--- src/rtl/time_setter.sv ---
// time_setter
// Front-panel time-entry controller for the countdown time register.
// Four debounced button levels become field selection, BCD up/down with
// wrap, hold-to-repeat and a one-cycle commit strobe toward the register.
//
// Ports
//   clock        system clock
//   reset        synchronous, active-low reset
//   btnMode      level, selects the next field while editing
//   btnUp        level, increments the selected field
//   btnDown      level, decrements the selected field
//   btnEnter     level, enters edit mode from IDLE or commits while editing
//   running      countdown active; blocks entry and aborts editing
//   setHour10 .. setSecond1  BCD digits presented to the time register
//   write        one-cycle load strobe (no back-pressure, no handshake)
//   editing      high in any EDIT state (registered)
//   field        00 none, 01 hour, 10 minute, 11 second (registered)
//   state_dbg    current FSM state encoding, for checkers
module time_setter #(
  parameter int unsigned MAX_HOUR      = 23,
  parameter int unsigned REPEAT_DELAY  = 25_000_000,
  parameter int unsigned REPEAT_PERIOD = 5_000_000
) (
  input  logic       clock,
  input  logic       reset,
  input  logic       btnMode,
  input  logic       btnUp,
  input  logic       btnDown,
  input  logic       btnEnter,
  input  logic       running,
  output logic [3:0] setHour10,
  output logic [3:0] setHour1,
  output logic [3:0] setMinute10,
  output logic [3:0] setMinute1,
  output logic [3:0] setSecond10,
  output logic [3:0] setSecond1,
  output logic       write,
  output logic       editing,
  output logic [1:0] field,
  output logic [2:0] state_dbg
);

  typedef enum logic [2:0] {IDLE, EDIT_H, EDIT_M, EDIT_S, COMMIT} state_t;

  localparam logic [7:0] HOUR_MAX = {4'(MAX_HOUR / 10), 4'(MAX_HOUR % 10)};
  localparam logic [7:0] MS_MAX   = 8'h59;

  state_t      state, state_nx;
  logic        edit_nx;
  logic [1:0]  field_nx;

  // Button bundles are ordered {enter, mode, up, down}.
  logic [3:0]  btn_s, btn_p, ev;
  logic        run_s, run_q;

  logic [7:0]  hour, minute, second;
  logic [31:0] hold_cnt;
  logic        armed, repeating;

  // Two-digit BCD helpers; tens and ones always move together.
  function automatic logic [7:0] bcd_inc(input logic [7:0] v, input logic [7:0] max);
    if (v == max)             return 8'h00;
    else if (v[3:0] == 4'd9)  return {v[7:4] + 4'd1, 4'd0};
    else                      return {v[7:4], v[3:0] + 4'd1};
  endfunction

  function automatic logic [7:0] bcd_dec(input logic [7:0] v, input logic [7:0] max);
    if (v == 8'h00)           return max;
    else if (v[3:0] == 4'd0)  return {v[7:4] - 4'd1, 4'd9};
    else                      return {v[7:4], v[3:0] - 4'd1};
  endfunction

  // Sync and edge detect. Both stages reset to 1 so a button held through
  // reset cannot produce an edge; the event itself is registered, giving the
  // two-edge latency from first sample to visible effect. running goes
  // through two stages so it lines up with a same-cycle Enter event.
  always_ff @(posedge clock) begin
    if (!reset) begin
      btn_s <= 4'hF;
      btn_p <= 4'hF;
      ev    <= 4'h0;
      run_s <= 1'b0;
      run_q <= 1'b0;
    end else begin
      btn_s <= {btnEnter, btnMode, btnUp, btnDown};
      btn_p <= btn_s;
      ev    <= btn_s & ~btn_p;
      run_s <= running;
      run_q <= run_s;
    end
  end

  // Priority Enter > Mode > Up/Down; simultaneous Up and Down cancel.
  logic ev_enter, ev_mode, ev_up, ev_dn;
  assign ev_enter = ev[3];
  assign ev_mode  = ev[2] & ~ev[3];
  assign ev_up    = ev[1] & ~ev[0] & ~ev[2] & ~ev[3];
  assign ev_dn    = ev[0] & ~ev[1] & ~ev[2] & ~ev[3];

  // btn_p holds the level aligned with the registered event.
  logic hold_up, hold_dn, in_edit, stay;
  assign hold_up = btn_p[1] & ~btn_p[0];
  assign hold_dn = btn_p[0] & ~btn_p[1];
  assign in_edit = (state == EDIT_H) || (state == EDIT_M) || (state == EDIT_S);
  assign stay    = in_edit && (state_nx == state);

  always_comb begin
    state_nx = state;
    case (state)
      IDLE:    if (ev_enter && !run_q) state_nx = EDIT_H;
      EDIT_H:  if (run_q) state_nx = IDLE;
               else if (ev_enter) state_nx = COMMIT;
               else if (ev_mode)  state_nx = EDIT_M;
      EDIT_M:  if (run_q) state_nx = IDLE;
               else if (ev_enter) state_nx = COMMIT;
               else if (ev_mode)  state_nx = EDIT_S;
      EDIT_S:  if (run_q) state_nx = IDLE;
               else if (ev_enter) state_nx = COMMIT;
               else if (ev_mode)  state_nx = EDIT_H;
      COMMIT:  state_nx = IDLE;
      default: state_nx = IDLE;
    endcase
  end

  always_comb begin
    edit_nx  = 1'b0;
    field_nx = 2'b00;
    case (state_nx)
      EDIT_H:  begin edit_nx = 1'b1; field_nx = 2'b01; end
      EDIT_M:  begin edit_nx = 1'b1; field_nx = 2'b10; end
      EDIT_S:  begin edit_nx = 1'b1; field_nx = 2'b11; end
      default: begin edit_nx = 1'b0; field_nx = 2'b00; end
    endcase
  end

  // Auto-repeat: the press edge arms the counter; the first repeat comes
  // REPEAT_DELAY cycles after the edge, later ones every REPEAT_PERIOD.
  // Without arming, a button already held when editing starts never steps.
  logic start, keep, rpt_hit, step_up, step_dn;
  assign start   = stay && (ev_up || ev_dn);
  assign keep    = stay && armed && (hold_up || hold_dn);
  assign rpt_hit = keep && (repeating ? (hold_cnt == 32'(REPEAT_PERIOD))
                                      : (hold_cnt == 32'(REPEAT_DELAY)));
  assign step_up = stay && (ev_up || (!start && rpt_hit && hold_up));
  assign step_dn = stay && (ev_dn || (!start && rpt_hit && hold_dn));

  always_ff @(posedge clock) begin
    if (!reset) begin
      state   <= IDLE;
      write   <= 1'b0;
      editing <= 1'b0;
      field   <= 2'b00;
    end else begin
      state   <= state_nx;
      write   <= (state_nx == COMMIT);
      editing <= edit_nx;
      field   <= field_nx;
    end
  end

  always_ff @(posedge clock) begin
    if (!reset) begin
      hold_cnt  <= 32'd0;
      armed     <= 1'b0;
      repeating <= 1'b0;
    end else if (start) begin
      hold_cnt  <= 32'd1;
      armed     <= 1'b1;
      repeating <= 1'b0;
    end else if (keep) begin
      if (rpt_hit) begin
        hold_cnt  <= 32'd1;
        repeating <= 1'b1;
      end else begin
        hold_cnt  <= hold_cnt + 32'd1;
      end
    end else begin
      hold_cnt  <= 32'd0;
      armed     <= 1'b0;
      repeating <= 1'b0;
    end
  end

  always_ff @(posedge clock) begin
    if (!reset) begin
      hour   <= 8'h00;
      minute <= 8'h00;
      second <= 8'h00;
    end else if (step_up) begin
      case (state)
        EDIT_H:  hour   <= bcd_inc(hour, HOUR_MAX);
        EDIT_M:  minute <= bcd_inc(minute, MS_MAX);
        EDIT_S:  second <= bcd_inc(second, MS_MAX);
        default: ;
      endcase
    end else if (step_dn) begin
      case (state)
        EDIT_H:  hour   <= bcd_dec(hour, HOUR_MAX);
        EDIT_M:  minute <= bcd_dec(minute, MS_MAX);
        EDIT_S:  second <= bcd_dec(second, MS_MAX);
        default: ;
      endcase
    end
  end

  assign {setHour10, setHour1}     = hour;
  assign {setMinute10, setMinute1} = minute;
  assign {setSecond10, setSecond1} = second;
  assign state_dbg                 = state;

endmodule

--- config.mk ---
export PLATFORM = sky130hd
export DESIGN_NAME = time_setter
export DESIGN_NICKNAME = d
export VERILOG_FILES = /design/src/rtl/time_setter.sv
export SDC_FILE = /design/constraint.sdc
export NUM_CORES = 1
export LEC_CHECK = 0
export CORE_MARGIN = 3
export CORE_UTILIZATION = 63
export CTS_CLUSTER_SIZE = 24
export DETAILED_ROUTE_END_ITERATION = 8
export PLACE_DENSITY = 0.86
export SYNTH_ARGS = -nofsm -noshare
export SYNTH_HDL_FRONTEND = slang
export SYNTH_SLANG_ARGS = --single-unit
export TNS_END_PERCENT = 5
--- constraint.sdc ---
create_clock -name clock -period 6.8 [get_ports clock]
set_input_delay 1.02 -clock clock [delete_from_list [all_inputs] [get_ports clock]]
set_output_delay 1.02 -clock clock [all_outputs]
set_load 0.01 [all_outputs]
==> impl.org, run 1 <==
** Yosys
- After synthesis, the netlist uses 68 different library cells.
- Sequential area share after synthesis :: 35.56%
- Post-Syn Nets :: 567
- Counting flops and latches in the post-synthesis netlist gives 79.
- After synthesis, the share of flip-flops with an asynchronous set or reset is 0%.
- The mapped netlist covers 4448 um2.
- The Yosys step of the flow raised 0 warnings.
- For this run, the leading register cell type out of synthesis is sky130_fd_sc_hd__dfxtp_1.
- EDFF count, synth :: 0
- Synth Area per Inst :: 8.299 um2
- Number of cells produced by synthesis :: 536

** Min path
- Origin of the worst min-delay path :: btn_p[2]$_SDFF_PN1_
- The tightest min-delay check is of the reg2reg type.

** CTS
- Clock sink count :: 79
- Clock transition time at the flip-flop clock pins of the worst setup and hold paths :: 0.08 ns
- Clock tree from TritonCTS :: done
- Max Root-Sink Buffers :: 2
- Number of hold-repair buffers added at the cts stage :: 0
- Clock root buffer master :: sky130_fd_sc_hd__clkbuf_8
- The H-tree was split into 3 levels.
- The number of gates resized after CTS was 0.
- After clock tree synthesis, the setup repair step added 0 buffers.
- Worst skew pair latency :: 0.35 ns
- Buffers inserted during clock tree synthesis total 9.

** Finish
- Fraction of layout instances using a drive strength above 1 :: 7.168%
- Area growth syn-to-layout :: 14.21%
- Total inserted antenna cells :: 0
- Post-layout net count :: 599
- Counting the fill cells in the layout gives 478.

** Place
- At the end of routability-driven placement, the weighted congestion stood at 0.8803.
- Number of port buffers :: 37
- Summed over all nets, the half-perimeter wirelength after detailed placement is 7421 um.

** Critical path
- Cell family with the largest share of critical-path delay :: simple AND/OR/NAND/NOR gates
- Critical path peak fanout :: 36
- Data arrival time of the worst path :: 3.88 ns
- Critical path required time :: 7.07 ns
- Crit-path slowest cell :: sky130_fd_sc_hd__nand2b_1
- The largest single stage delay on the critical path is 0.68 ns.
- Setup slack of the most critical reg-to-reg path :: 3.36 ns
- Kind of end point of the critical path :: register
- Startpoint of the worst-slack reg-to-reg timing path :: hold_cnt[0]$_SDFF_PN0_
- Number of buffer and inverter stages on the critical path :: 3
- STA classifies the critical path startpoint as a primary input.
- Beginning of the critical path :: reset
- The critical path goes through clkdlybuf4s50_1, buf_4, clkinv_1, or3_1, nand2b_1, nor2_1.
- Kind of critical path :: in2reg

** Route
- The first detailed-routing pass ran for 5 iterations.
- Residual DRC :: 0
- In this run, the number of DRC markers left after iteration 0 of detailed routing was 254.
- Via-per-instance ratio :: 6.065
- After detailed routing, the total wire length is 10420 um.
- Count of nets left with antenna violations after detail routing :: 0
- Dividing the detail-routed wire length by the instance count gives 15.66 um.
- Count of vias placed by the detailed router :: 4033

** Global routing
- The initial antenna violation count was 0.
- Global routing used 25.64% of the available tracks.
- Met2 layer usage reported by global route :: 46.11%
- Entering global routing, the biggest net connects 37 pins.
- Global route hottest layer :: met2
- Global-route congestion overflow total :: 0
- For met1 alone, demand over resource in global routing was 30.23%.
- Global-route wire length before repair :: 17580 um
- Via count of the first global-routing pass :: 3832
- M3 GR Usage :: 5.843%

** STA
- Setup repair after global routing left no endpoint under its margin.
- Setup_tns :: 0 ns
- Derived from the worst setup path, the maximum achievable clock frequency is 277.3 MHz.
- Counting I/O delays and the setup requirement, the final critical path takes 3.607 ns.
- Dividing the final minimum period by the clock period gives 53.04%.
- Slew Limit Headroom :: 25.16%
- Clock skew on the completed layout was measured at 0.009626 ns.
- Number of endpoints failing setup at the final stage :: 0
- Hold Worst Slack :: 0.4132 ns
- Final hold viol count :: 0
- Max-slew violation count :: 0
- Pin slew with the least headroom to its limit :: 1.123 ns

** Pwr
- Reported leakage power :: 1.776 nW
- IR analysis of the VDD net gives a maximum drop of 0.1701 mV.
- For this design the ratio of total power to cell area is 164.8 nW/um2.

** Floorplanning
- Vert. Die Dim :: 90.03 um
- The die is 90.03 um wide.
- The floorplan step defined a die boundary enclosing 8105 um2.
- Top-Level Pins :: 38
- The total area inside the core boundary comes to 6604 um2.
- Initial Utilization :: 67.36%
- The floorplan has 29 rows.

** Flow run
- Across the run, the number of max-cap violations was 0.

** Status
- Run status :: finished clean
## per-stage QoR
stage	setup slack [ns]	std cells	util (%)	area (um2)	power, W
detailed placement	2.814	650	73.95	4883	0.0004978
finish	3.193	665	76.92	5080	0.0008374
CTS	3.162	665	76.92	5080	0.0008393
global placement	2.931	650	73.95	4883	0.0004970
floorplan	4.080	536	-	4448	0.0004897
global route	2.948	665	76.92	5080	0.0008599
## power breakdown
part | switching (W) | internal, W
combinational | 0.0000105 | 0.00000836
sequential | 0.00000226 | 0.000466
clock | 0.000173 | 0.000177
## synth_stat cells (3+ instances only)
cell type                   instances  share of area [%]
sky130_fd_sc_hd__dfxtp_1           79                 36
sky130_fd_sc_hd__nor2_1            73                6.2
sky130_fd_sc_hd__nand2_1           40                3.4
sky130_fd_sc_hd__inv_1             27                2.3
sky130_fd_sc_hd__nand3_1           25                2.8
sky130_fd_sc_hd__ha_1              24                6.8
sky130_fd_sc_hd__nor3_1            22                2.5
sky130_fd_sc_hd__xor2_1            20                3.9
sky130_fd_sc_hd__nand2b_1          15                2.1
sky130_fd_sc_hd__xnor2_1           15                3.0
sky130_fd_sc_hd__clkbuf_1          14                1.2
sky130_fd_sc_hd__a21oi_1           11                1.2
sky130_fd_sc_hd__a31oi_1           10                1.4
sky130_fd_sc_hd__nand4_1           10                1.4
sky130_fd_sc_hd__and3_1             9                1.3
sky130_fd_sc_hd__o21ai_0            9                1.0
sky130_fd_sc_hd__nor4_1             7               0.98
sky130_fd_sc_hd__o21ai_1            7               0.79
sky130_fd_sc_hd__nor2b_1            6               0.84
sky130_fd_sc_hd__or2_2              6               0.84
sky130_fd_sc_hd__a211oi_1           5               0.84
sky130_fd_sc_hd__and2_1             5               0.70
sky130_fd_sc_hd__buf_2              5               0.56
sky130_fd_sc_hd__nor3b_1            5               0.84
sky130_fd_sc_hd__and4_1             4               0.79
sky130_fd_sc_hd__mux2i_1            4               0.90
sky130_fd_sc_hd__o2111ai_1          4               0.79
sky130_fd_sc_hd__o22ai_1            4               0.56
sky130_fd_sc_hd__o311a_1            4               0.90
sky130_fd_sc_hd__or3_1              4               0.56
sky130_fd_sc_hd__a311oi_1           3               0.59
sky130_fd_sc_hd__nand3b_1           3               0.51
sky130_fd_sc_hd__nand4b_1           3               0.59
sky130_fd_sc_hd__nor4b_1            3               0.59
sky130_fd_sc_hd__o211ai_1           3               0.51
sky130_fd_sc_hd__o32ai_1            3               0.59
sky130_fd_sc_hd__or4_1              3               0.51
## registers in the layout, indices dropped and copies added, names as in the netlist
| name | flops |
|---|---|
| hold_cnt | 32 |
| hour | 8 |
| minute | 8 |
| second | 8 |
| btn_p | 4 |
| btn_s | 4 |
| ev | 4 |
| state_dbg | 3 |
| field | 2 |
| armed | 1 |
| editing | 1 |
| repeating | 1 |
| run_q | 1 |
| run_s | 1 |
| write | 1 |
## worst register-to-register path, stage by stage, from the launching register on
cell                        delay, ns
sky130_fd_sc_hd__dfxtp_1         0.35
sky130_fd_sc_hd__inv_1           0.07
sky130_fd_sc_hd__ha_1            0.15
sky130_fd_sc_hd__or4b_1          0.48
sky130_fd_sc_hd__nor4_4          0.33
sky130_fd_sc_hd__o2111ai_2       0.26
sky130_fd_sc_hd__o21ai_2         0.53
sky130_fd_sc_hd__buf_4           0.39
sky130_fd_sc_hd__mux2i_1         0.36
sky130_fd_sc_hd__and2_1          0.25
sky130_fd_sc_hd__o211ai_1        0.12
## cells in the final DEF (no fill, tap or decap), drive strengths merged, types with 11 or more instances in the layout
master         Yosys  routed
ha                24      24
nand2b            15      15
xor2              20      20
nor2              75      75
nand3             25      25
dfxtp             79      79
o21ai             16      16
inv               27      27
nand2             40      40
clkdlybuf4s50      0      37
nor3              22      22
a21oi             11      11
xnor2             15      15
## cells by family (layout without fill, tap and decap cells)
logic type      after synthesis  count (layout)  synth area share (%)
flops                        79              79                 35.56
mux                           6               6                 1.406
compound gates               89              89                 14.77
simple gates                255             255                 30.35
fa+ha+maj                    24              24                 6.751
buf+inv                      48              84                 4.276
xor+xnor                     35              35                 6.892
## layer usage
metal  routed length (um)  vias to the layer above  part of all wire, %
li1                     -                     1974                    -
met4                  137                        0                  1.3
met2                 5369                      126                   52
met3                  502                       15                  4.8
met5                    0                        -                    0
met1                 4407                     1918                   42
## cell type report
class | instances | area (um2) | area share [%]
clock inverter | 5 | 58.81 | 1.158
tap | 93 | 116.4 | 2.291
inverter | 28 | 105.1 | 2.069
timing repair buffer | 41 | 400.4 | 7.882
multi-input combinational | 409 | 2680 | 52.76
clock buffer | 10 | 137.6 | 2.709
sequential | 79 | 1582 | 31.13
## path summary, 6_finish.rpt
check | to | depth (start not counted)
worst max-delay path | hold_cnt[4]$_SDFF_PP0_ | 6
worst min-delay path | ev[2]$_SDFF_PN0_ | 1
worst max register to register | minute[4]$_SDFFE_PN0P_ | 10
worst min register to register | ev[2]$_SDFF_PN0_ | 1
No activity file was read; power rests on OpenSTA's default activity.
==> run 2, diff against run 1 <==
--- a/config.mk
+++ b/config.mk
@@ -6,10 +6,10 @@
 export NUM_CORES = 1
 export LEC_CHECK = 0
 export CORE_MARGIN = 3
-export CORE_UTILIZATION = 63
+export CORE_UTILIZATION = 53
 export CTS_CLUSTER_SIZE = 24
 export DETAILED_ROUTE_END_ITERATION = 8
-export PLACE_DENSITY = 0.86
+export PLACE_DENSITY = 0.77
 export SYNTH_ARGS = -nofsm -noshare
 export SYNTH_HDL_FRONTEND = slang
 export SYNTH_SLANG_ARGS = --single-unit
==> constraint.sdc (replaced) <==
create_clock -name clock -period 3.1 [get_ports clock]
set_input_delay 0.465 -clock clock [delete_from_list [all_inputs] [get_ports clock]]
set_output_delay 0.465 -clock clock [all_outputs]
set_load 0.01 [all_outputs]
==> run 2 against run 1 <==
Power is 120% higher. Sequential share of layout area is 0.43 points lower. Critical path depth up 3. Utilization is 12 points lower. Non-clock buffer count grew 7. Routed wire length is 1.3% lower. First-iteration DRC count shrank 17%. Clock skew rose by 0.0092 ns. Largest power group unchanged.
==> impl.org, run 2 (same netlist as run 1, synthesis figures left out) <==
** Critical path
- The required time of the critical path is 3.41 ns (-3.66 ns).
- Critical Path, Cell by Cell :: inv_1, ha_1, or4b_1, nor4_4, o2111ai_2, o21a_1, or4_1, a31oi_1, a31o_1
- The maximum cell stage delay along the critical path was 0.52 ns (-0.16 ns).
- Sort of element at the start of the critical path :: register
- The critical path ends at second[6]$_SDFFE_PN0P_.
- Kind of end point of the critical path :: register
- The worst register-to-register path begins at hold_cnt[0]$_SDFF_PN0_.
- In this run the critical register-to-register path is captured at second[6]$_SDFFE_PN0P_.
- Critical path peak fanout :: 9 (-75%)
- Tracing the worst setup path back leads to its startpoint at hold_cnt[0]$_SDFF_PN0_.
- The critical path in this run is classified as reg2reg.
- Crit-path slowest cell :: sky130_fd_sc_hd__or4_1
- Data arrival time of the worst path :: 3.21 ns (-0.67 ns)
- Reg2reg path depth :: 9 (-1)
- Setup slack of the most critical reg-to-reg path :: 0.19 ns (-3.17 ns)

** Floorplanning
- The area of the die is 9528 um2 (+18%).
- The placeable core area came to 7928 um2 (+20%).
- The effective utilization at floorplan came to 56.11% (-11 points).
- Top-Level Pins :: 38 (unchanged)
- The row count is 32 (+10%).
- Die X :: 97.61 um (+8.4%)
- The die height came to 97.61 um (+8.4%).

** Place
- Placed wire-length estimate after detailed placement :: 7477 um (+0.75%)
- Number of port buffers :: 37 (unchanged)
- Total placed instance area :: 4947 um2 (+1.3%)
- The worst-case setup slack after placement came to 0.09725 ns (-2.716 ns).
- Routability congestion estimate :: 0.8912 (+1.2%)

** Route
- The number of nets with antenna violations after routing was 0 (unchanged).
- The routed wire length was 10280 um (-1.3%).
- The count of TritonRoute iterations in the first routing pass was 6 (+1).
- Via-per-instance ratio :: 5.880 (-3.0%)
- Post-detailed-route wirelength per cell :: 15.07 um (-3.8%)
- The number of DRC markers after the initial detailed-route iteration is 212 (-17%).
- Residual DRC :: 0 (unchanged)
- Count of vias placed by the detailed router :: 4010 (-0.57%)

** CTS
- The deepest level of the CTS H-tree came to 3 (unchanged).
- The buffers inserted during post-CTS setup optimization is 0 (unchanged).
- Clock tree from TritonCTS :: done
- Clock root buffer master :: sky130_fd_sc_hd__clkbuf_8
- Worst skew pair latency :: 0.37 ns (+0.02 ns)
- Number of hold-repair buffers added at the cts stage :: 0 (unchanged)
- TritonCTS Buffers :: 9 (unchanged)
- Clock sink count :: 79 (unchanged)
- The post-CTS resize count was 0 (unchanged).
- The number of buffers on the longest clock path was 2 (unchanged).
- Clock transition time at the flip-flop clock pins of the worst setup and hold paths :: 0.09 ns (about the same)

** Finish
- Fraction of layout instances using a drive strength above 1 :: 8.621% (+1.5 points)
- Leaving out fill and tap cells, the most frequent cells in the layout are 79 x sky130_fd_sc_hd__dfxtp_1, 73 x sky130_fd_sc_hd__nor2_1, 40 x sky130_fd_sc_hd__nand2_1.
- Utilization of the core after routing :: 64.98% (-12 points)
- Counting flops per register, the top entry is hold_cnt.
- Relative to the synthesized area, the layout overhead comes to 15.81%.
- The final net count was 606 (+1.2%).
- The number of antenna diodes came to 0 (unchanged).
- The flip-flop count of the largest register, all copies and words added is 32 (unchanged).
- Leading cell type in the layout, fill and taps excluded :: sky130_fd_sc_hd__dfxtp_1
- The total non-filler cell area in the finished layout came to 5151 um2 (+1.4%).

** Pwr
- Final Total Pwr :: 0.001830 W (+120%)
- The leakage component of the power came to 1.820 nW (+2.5%).
- Net Sw Power :: 0.0004695 W (+150%)
- Worst IR drop on VDD :: 0.2070 mV (+22%)
- Switching Share :: 25.66% (+3.5 points)
- Total internal power :: 0.001360 W (+110%)
- Power density of the placed cells :: 355.2 nW/um2 (+120%)
- The sequential share of power is 56.1% (+0.2 points).
- Clock network fraction of total power :: 41.5% (-0.3 points)
- Share of total power in combinational logic :: 2.4% (+0.2 points)

** STA
- The smallest setup slack after layout came to 0.1938 ns (-2.999 ns).
- The count of final max-slew check failures came to 0 (unchanged).
- Pin slew with the least headroom to its limit :: 0.6083 ns (-0.5143 ns)
- Max Freq :: 344.1 MHz
- The hold violation total from the final report was 0 (unchanged).
- Slew Limit Headroom :: 59.17% (+34 points)
- Fin Clk Skew :: 0.01887 ns (+0.009244 ns)
- The routed design could run at a clock period as short as 2.906 ns.
- Number of endpoints failing setup at the final stage :: 0 (unchanged)
- Setup repair after global routing could not meet its margin everywhere.
- Of the available clock period, the critical path in the final layout requires 93.75%.

** Global routing
- Total GRT Usage :: 21.48% (-4.2 points)
- Number of antenna violations at the first check in global routing :: 0 (unchanged)
- The total overflow reported by the global router came to 0 (unchanged).
- The maximum number of pins on one net before global-route repair is 36 (-2.7%).
- The wire length of the first global-routing pass was 17240 um (-1.9%).
- The number of global-route vias before repair is 3744 (-2.3%).

** Min path
- Min-Delay Path Class :: reg2reg
- The startpoint identified for the worst hold timing path is btn_p[2]$_SDFF_PN1_.

** Status
- The flow ran to the end, and the final reports show no timing, DRC or antenna violations.

** Flow run
- Maximum Capacitance Violations :: 0 (unchanged)
run 2: cell types whose count changed in the layout (fill, tap and decap cells not counted):
cell	delta
sky130_fd_sc_hd__buf_4	+7
sky130_fd_sc_hd__inv_8	+4
sky130_fd_sc_hd__clkinvlp_4	-2
sky130_fd_sc_hd__a211oi_2	-1
sky130_fd_sc_hd__a211oi_4	+1
sky130_fd_sc_hd__bufinv_16	-1
sky130_fd_sc_hd__clkbuf_8	-1
sky130_fd_sc_hd__clkinv_2	-1
sky130_fd_sc_hd__clkinv_4	+1
sky130_fd_sc_hd__inv_6	+1
sky130_fd_sc_hd__o21a_1	-1
sky130_fd_sc_hd__o21a_2	+1
run 2: worst min-delay path by stage:
| stage | end | slack (ns) | cells past startpoint |
|---|---|---|---|
| after floorplan | ev[2]$_SDFF_PN0_ | 0.37 | 1 |
| after global placement | ev[2]$_SDFF_PN0_ | 0.38 | 1 |
| after detailed placement | ev[2]$_SDFF_PN0_ | 0.38 | 1 |
| after CTS | ev[2]$_SDFF_PN0_ | 0.40 | 1 |
| after global routing | ev[3]$_SDFF_PN0_ | 0.41 | 1 |
| final | ev[2]$_SDFF_PN0_ | 0.40 | 1 |
run 2: stage by stage:
stage,setup TNS (ns),hold WS (ns),instances
after detailed placement,0,0.3832,666
after global placement,0,0.3789,666
final,0,0.3969,682
after global routing,-0.01846,0.4113,682
after CTS,0,0.3971,682
after floorplan,0,0.3729,536
run 2: power by group through the flow:
stage          clock (W)  combinational [W]  sequential (W)
3_3_place_gp           0          0.0000417         0.00105
5_1_grt         0.000818          0.0000474         0.00103
6_report        0.000760          0.0000431         0.00103
2_1_floorplan          0          0.0000243         0.00105
3_5_place_dp           0          0.0000423         0.00105
4_1_cts         0.000774          0.0000426         0.00103
run 2: layer usage:
| layer | wire length (um) | track usage, % | vias up |
|---|---|---|---|
| met4 | 159 | 7.561 | 0 |
| li1 | - | - | 1982 |
| met1 | 4716 | 29.19 | 1883 |
| met2 | 4742 | 33.05 | 129 |
| met3 | 662 | 5.456 | 16 |
| met5 | 0 | 0 | - |
run 2: critical path: cells and delay by family (launching register included):
family	cells	cell delay [ns]
and+or+nand+nor	3	1.33
adders and majority gates	1	0.14
DFF	1	0.35
AOI/OAI and AO/OA	4	0.96
buffers and inverters	1	0.07
run 2: cell type report:
type | count | area [um2]
clock buffers | 9 | 123.9
clock inverters | 7 | 71.32
fillers | 693 | 2776
inverters | 28 | 105.1
multi-input cells | 409 | 2689
flip-flops and latches | 79 | 1582
well taps | 102 | 127.6
repair buffers | 48 | 452.9
==> run 3, diff against run 2 <==
--- a/config.mk
+++ b/config.mk
@@ -5,11 +5,12 @@
 export SDC_FILE = /design/constraint.sdc
 export NUM_CORES = 1
 export LEC_CHECK = 0
+export ABC_AREA = 1
 export CORE_MARGIN = 3
-export CORE_UTILIZATION = 53
+export CORE_UTILIZATION = 30
+export CTS_BUF_LIST = sky130_fd_sc_hd__clkbuf_2 sky130_fd_sc_hd__clkbuf_4 sky130_fd_sc_hd__clkbuf_8
 export CTS_CLUSTER_SIZE = 24
 export DETAILED_ROUTE_END_ITERATION = 8
-export PLACE_DENSITY = 0.77
 export SYNTH_ARGS = -nofsm -noshare
 export SYNTH_HDL_FRONTEND = slang
 export SYNTH_SLANG_ARGS = --single-unit
==> run 3 against run 2 <==
First-iteration DRC count is 33% higher. Via count is 1.4% higher. Fmax is 16% higher. Sequential cell count stayed put.
==> impl.org, run 3 <==
** Yosys
- The post-synthesis compound-gate area fraction came to 13.19% (-1.6 points).
- Async set-or-reset flop fraction in the synthesized netlist :: 0% (unchanged)
- Post-synthesis sequential element count :: 79 (unchanged)
- Synth Area per Inst :: 7.043 um2 (-15%)
- The number of standard cells after synthesis was 641 (+20%).
- Synth Area in Adders :: 6.652% (-0.099 points)
- Post-Syn Nets :: 672 (+19%)
- Main combinational cell family by area after synthesis :: simple AND/OR/NAND/NOR gates
- Count of unique library cells instantiated by Yosys :: 39 (-43%)
- The parity-gate share of the synthesized area counting xor and xnor cells was 5.044% (-1.8 points).
- The netlist area before placement is 4514 um2 (+1.5%).
- Portion of netlist area occupied by mux cells :: 0% (-1.4 points)
- Number of synthesis warnings :: 0 (unchanged)
- Post-synthesis simple-gate area fraction :: 30.04% (-0.31 points)
- Count leader, synth :: sky130_fd_sc_hd__nand2_1
- Top area cells in the synthesized netlist :: sky130_fd_sc_hd__dfxtp_1 35%, sky130_fd_sc_hd__nand2_1 8.3%, sky130_fd_sc_hd__inv_1 8.1%
- The number of enable flip-flop cells after synthesis was 0 (unchanged).
- The portion of synthesized cell area occupied by the leading cell type is 35.03% (-0.52 points).
- Largest area contributor in the netlist :: sky130_fd_sc_hd__dfxtp_1
- Ranked by instance count, the synthesized netlist is headed by 100 x sky130_fd_sc_hd__nand2_1, 97 x sky130_fd_sc_hd__inv_1, 81 x sky130_fd_sc_hd__nor2_1, 79 x sky130_fd_sc_hd__dfxtp_1, 55 x sky130_fd_sc_hd__nand3_1.
- Sequential area share after synthesis :: 35.03% (-0.52 points)
- For this run, the leading register cell type out of synthesis is sky130_fd_sc_hd__dfxtp_1.

** Global routing
- The number of global-route vias before repair came to 3695 (-1.3%).
- The met1 global-route usage is 16.27% (-13 points).
- Global-route wire length before repair :: 16940 um (-1.8%)
- The maximum number of pins on one net before global-route repair was 29 (-19%).
- The global routing usage on met2 is 19.73% (-13 points).
- Number of antenna violations at the first check in global routing :: 0 (unchanged)
- The met3 usage was 3.113% (-2.3 points).
- The all-layer global routing usage came to 12.35% (-9.1 points).
- The total overflow reported by the global router was 0 (unchanged).
- In this run the most used layer during global routing was met2.

** STA
- Final hold viol count :: 0 (unchanged)
- The setup skew after layout is 0.01278 ns (-0.006095 ns).
- The headroom to the max-slew limit came to 61.29% (+2.1 points).
- Setup_tns :: 0 ns (unchanged)
- Tmin final :: 2.515 ns (-0.3916 ns)
- Pin slew with the least headroom to its limit :: 0.5762 ns (-0.03210 ns)
- RSZ-0062 raised after global routing :: no
- Number of endpoints failing setup at the final stage :: 0 (unchanged)
- Max-slew violation count :: 0 (unchanged)
- The fmax is 397.7 MHz (+16%).
- The portion of the clock cycle consumed by the worst path in the final layout was 81.11% (-13 points).

** Critical path
- The worst setup path is launched from a register.
- The worst setup path is captured at a register.
- Peak per-stage delay on the critical path :: 0.51 ns (about the same)
- The largest individual stage delay along the critical path comes from the cell sky130_fd_sc_hd__dfxtp_1.
- Setup slack of the most critical reg-to-reg path :: 0.59 ns (+0.39 ns)
- Cell family with the largest share of critical-path delay :: simple AND/OR/NAND/NOR gates
- The critical path goes through o21ai_1, nor2_1, nand2_1, a21oi_1, nand3_2, nor2_4, nand3_2, a21oi_4, nand2_1, nand3_4, nand2_1, nand2_1, nor2_1.
- Number of buffer and inverter stages on the critical path :: 0 (-1)
- Most frequent CP cell :: sky130_fd_sc_hd__nand2_1
- The peak fanout along the critical path was 16 (+7).
- Data arrival time of the worst path :: 2.77 ns (-0.44 ns)
- The setup path with the least slack is of type reg2reg.
- The required time of the critical path came to 3.36 ns (-0.05 ns).

** Route
- Residual DRC :: 0 (unchanged)
- Via-per-instance ratio :: 4.678 (-20%)
- The number of nets with antenna violations after routing was 0 (unchanged).
- Detailed router's first-iteration violation count :: 281 (+33%)
- Post-detailed-route wirelength per cell :: 11.39 um (-24%)
- DRT Pass-1 Iters :: 4 (-2)
- Count of vias placed by the detailed router :: 4065 (+1.4%)
- Total length of routed wires :: 9900 um (-3.7%)

** Place
- Total placed instance area :: 5069 um2 (+2.5%)
- Cell Count Post-Placement :: 853 (+28%)
- Routability congestion estimate :: 0.8689 (-2.5%)
- Placed wire-length estimate after detailed placement :: 7054 um (-5.6%)
- Number of port buffers :: 37 (unchanged)

** CTS
- Worst skew pair latency :: 0.36 ns (about the same)
- Number of gates resized after cts :: 0 (unchanged)
- The number of buffers on the longest clock path was 2 (unchanged).
- Max H-tree Level :: 3 (unchanged)
- Clock root buffer master :: sky130_fd_sc_hd__clkbuf_8
- The number of buffers inserted by hold repair at cts is 0 (unchanged).
- Clock sink count :: 79 (unchanged)
- The CTS buffer count was 9 (unchanged).
- Clock tree from TritonCTS :: done
- Post-CTS Setup Inserts :: 0 (unchanged)
- Clock transition time at the flip-flop clock pins of the worst setup and hold paths :: 0.09 ns (about the same)

** Finish
- Fraction of layout instances using a drive strength above 1 :: 6.715% (-1.9 points)
- Counting flops per register, the top entry is hold_cnt.
- Total inserted antenna cells :: 0 (unchanged)
- Leaving out fill and tap cells, the most frequent cell in the layout is sky130_fd_sc_hd__nand2_1.
- Max FFs per register :: 32 (unchanged)
- Area growth syn-to-layout :: 17.07%
- The filler-free cell count of the finished design was 869 (+27%).
- Design Area, Final :: 5285 um2 (+2.6%)
- Most used cells in the layout excluding fill and tap cells :: 100 x sky130_fd_sc_hd__nand2_1, 97 x sky130_fd_sc_hd__inv_1, 81 x sky130_fd_sc_hd__nor2_1
- Post-layout net count :: 711 (+17%)

** Floorplanning
- Vert. Die Dim :: 128.7 um (+32%)
- Area enclosed by the die boundary :: 16560 um2 (+74%)
- Total core area :: 14640 um2 (+85%)
- The die width was 128.7 um (+32%).
- Initial Utilization :: 30.83% (-25 points)
- The row count is 44 (+38%).
- The top-level port count came to 38 (unchanged).

** Pwr
- The maximum vdd drop came to 0.1966 mV (-5.0%).
- The power per cell area was 366.0 nW/um2 (+3.0%).
- Reported leakage power :: 2.196 nW (+21%)

** Min path
- Min-Delay Path Class :: reg2reg

** Flow run
- Maximum Capacitance Violations :: 0 (unchanged)

** Status
- The run finished with clean final reports.
## run 3: layout make-up
type,instances,area [um2]
fillers,1563,9359
multi-input cells,447,2480
flip-flops and latches,79,1582
inverters,104,391.6
repair buffers,39,385.4
well taps,184,230.2
clock buffers,12,146.4
clock inverters,4,70.07
## run 3: path summary, 6_finish.rpt
kind / endpoint / depth (start not counted) / start
max: second[4]$_SDFFE_PN0P_ / 13 / state_dbg[0]$_SDFF_PN0_
min: ev[3]$_SDFF_PN0_ / 1 / btn_p[3]$_SDFF_PN1_
max reg2reg: second[4]$_SDFFE_PN0P_ / 13 / state_dbg[0]$_SDFF_PN0_
min reg2reg: ev[3]$_SDFF_PN0_ / 1 / btn_p[3]$_SDFF_PN1_
## run 3: logic make-up after synthesis
| kind of cell | count (synthesis) |
|---|---|
| and+or+nand+nor | 294 |
| AOI/OAI and AO/OA | 103 |
| xor gates and xnor gates | 26 |
| buffers and inverters | 115 |
| adders and majority gates | 24 |
| DFF | 79 |
## run 3: through the flow
| step | util, % | hold slack [ns] | setup WS, ns | total power, W |
|---|---|---|---|---|
| 3_5_place_dp | 34.61 | 0.3888 | 0.5721 | 0.001107 |
| 6_report | 36.09 | 0.3984 | 0.5855 | 0.001934 |
| 3_3_place_gp | 34.61 | 0.3815 | 0.5442 | 0.001107 |
| 2_1_floorplan | - | 0.3753 | 0.9853 | 0.001085 |
| 5_1_grt | 36.09 | 0.4192 | 0.1490 | 0.002020 |
| 4_1_cts | 36.09 | 0.4036 | 0.5455 | 0.001974 |
## run 3: per-layer routing
layer / share of wire, % / vias up
li1: - / 2167
met1: 51 / 1817
met2: 44 / 70
met3: 3.4 / 11
met4: 1.1 / 0
met5: 0 / -
## run 3: worst register-to-register path, stage by stage, from the launching register on
cell                      delay (ns)
sky130_fd_sc_hd__dfxtp_1        0.51
sky130_fd_sc_hd__o21ai_1        0.13
sky130_fd_sc_hd__nor2_1         0.11
sky130_fd_sc_hd__nand2_1        0.10
sky130_fd_sc_hd__a21oi_1        0.19
sky130_fd_sc_hd__nand3_2        0.19
sky130_fd_sc_hd__nor2_4         0.16
sky130_fd_sc_hd__nand3_2        0.13
sky130_fd_sc_hd__a21oi_4        0.42
sky130_fd_sc_hd__nand2_1        0.19
sky130_fd_sc_hd__nand3_4        0.14
sky130_fd_sc_hd__nand2_1        0.07
sky130_fd_sc_hd__nand2_1        0.06
sky130_fd_sc_hd__nor2_1         0.04
## run 3: report_power, final
part	total (W)	leakage, nW	switching (W)	internal (W)
Sequential	0.00103	0.639	0.00000490	0.00102
Combinational	0.0000551	1.44	0.0000326	0.0000225
Clock	0.000851	0.115	0.000373	0.000479
Total	0.00193	2.20	0.000410	0.00152
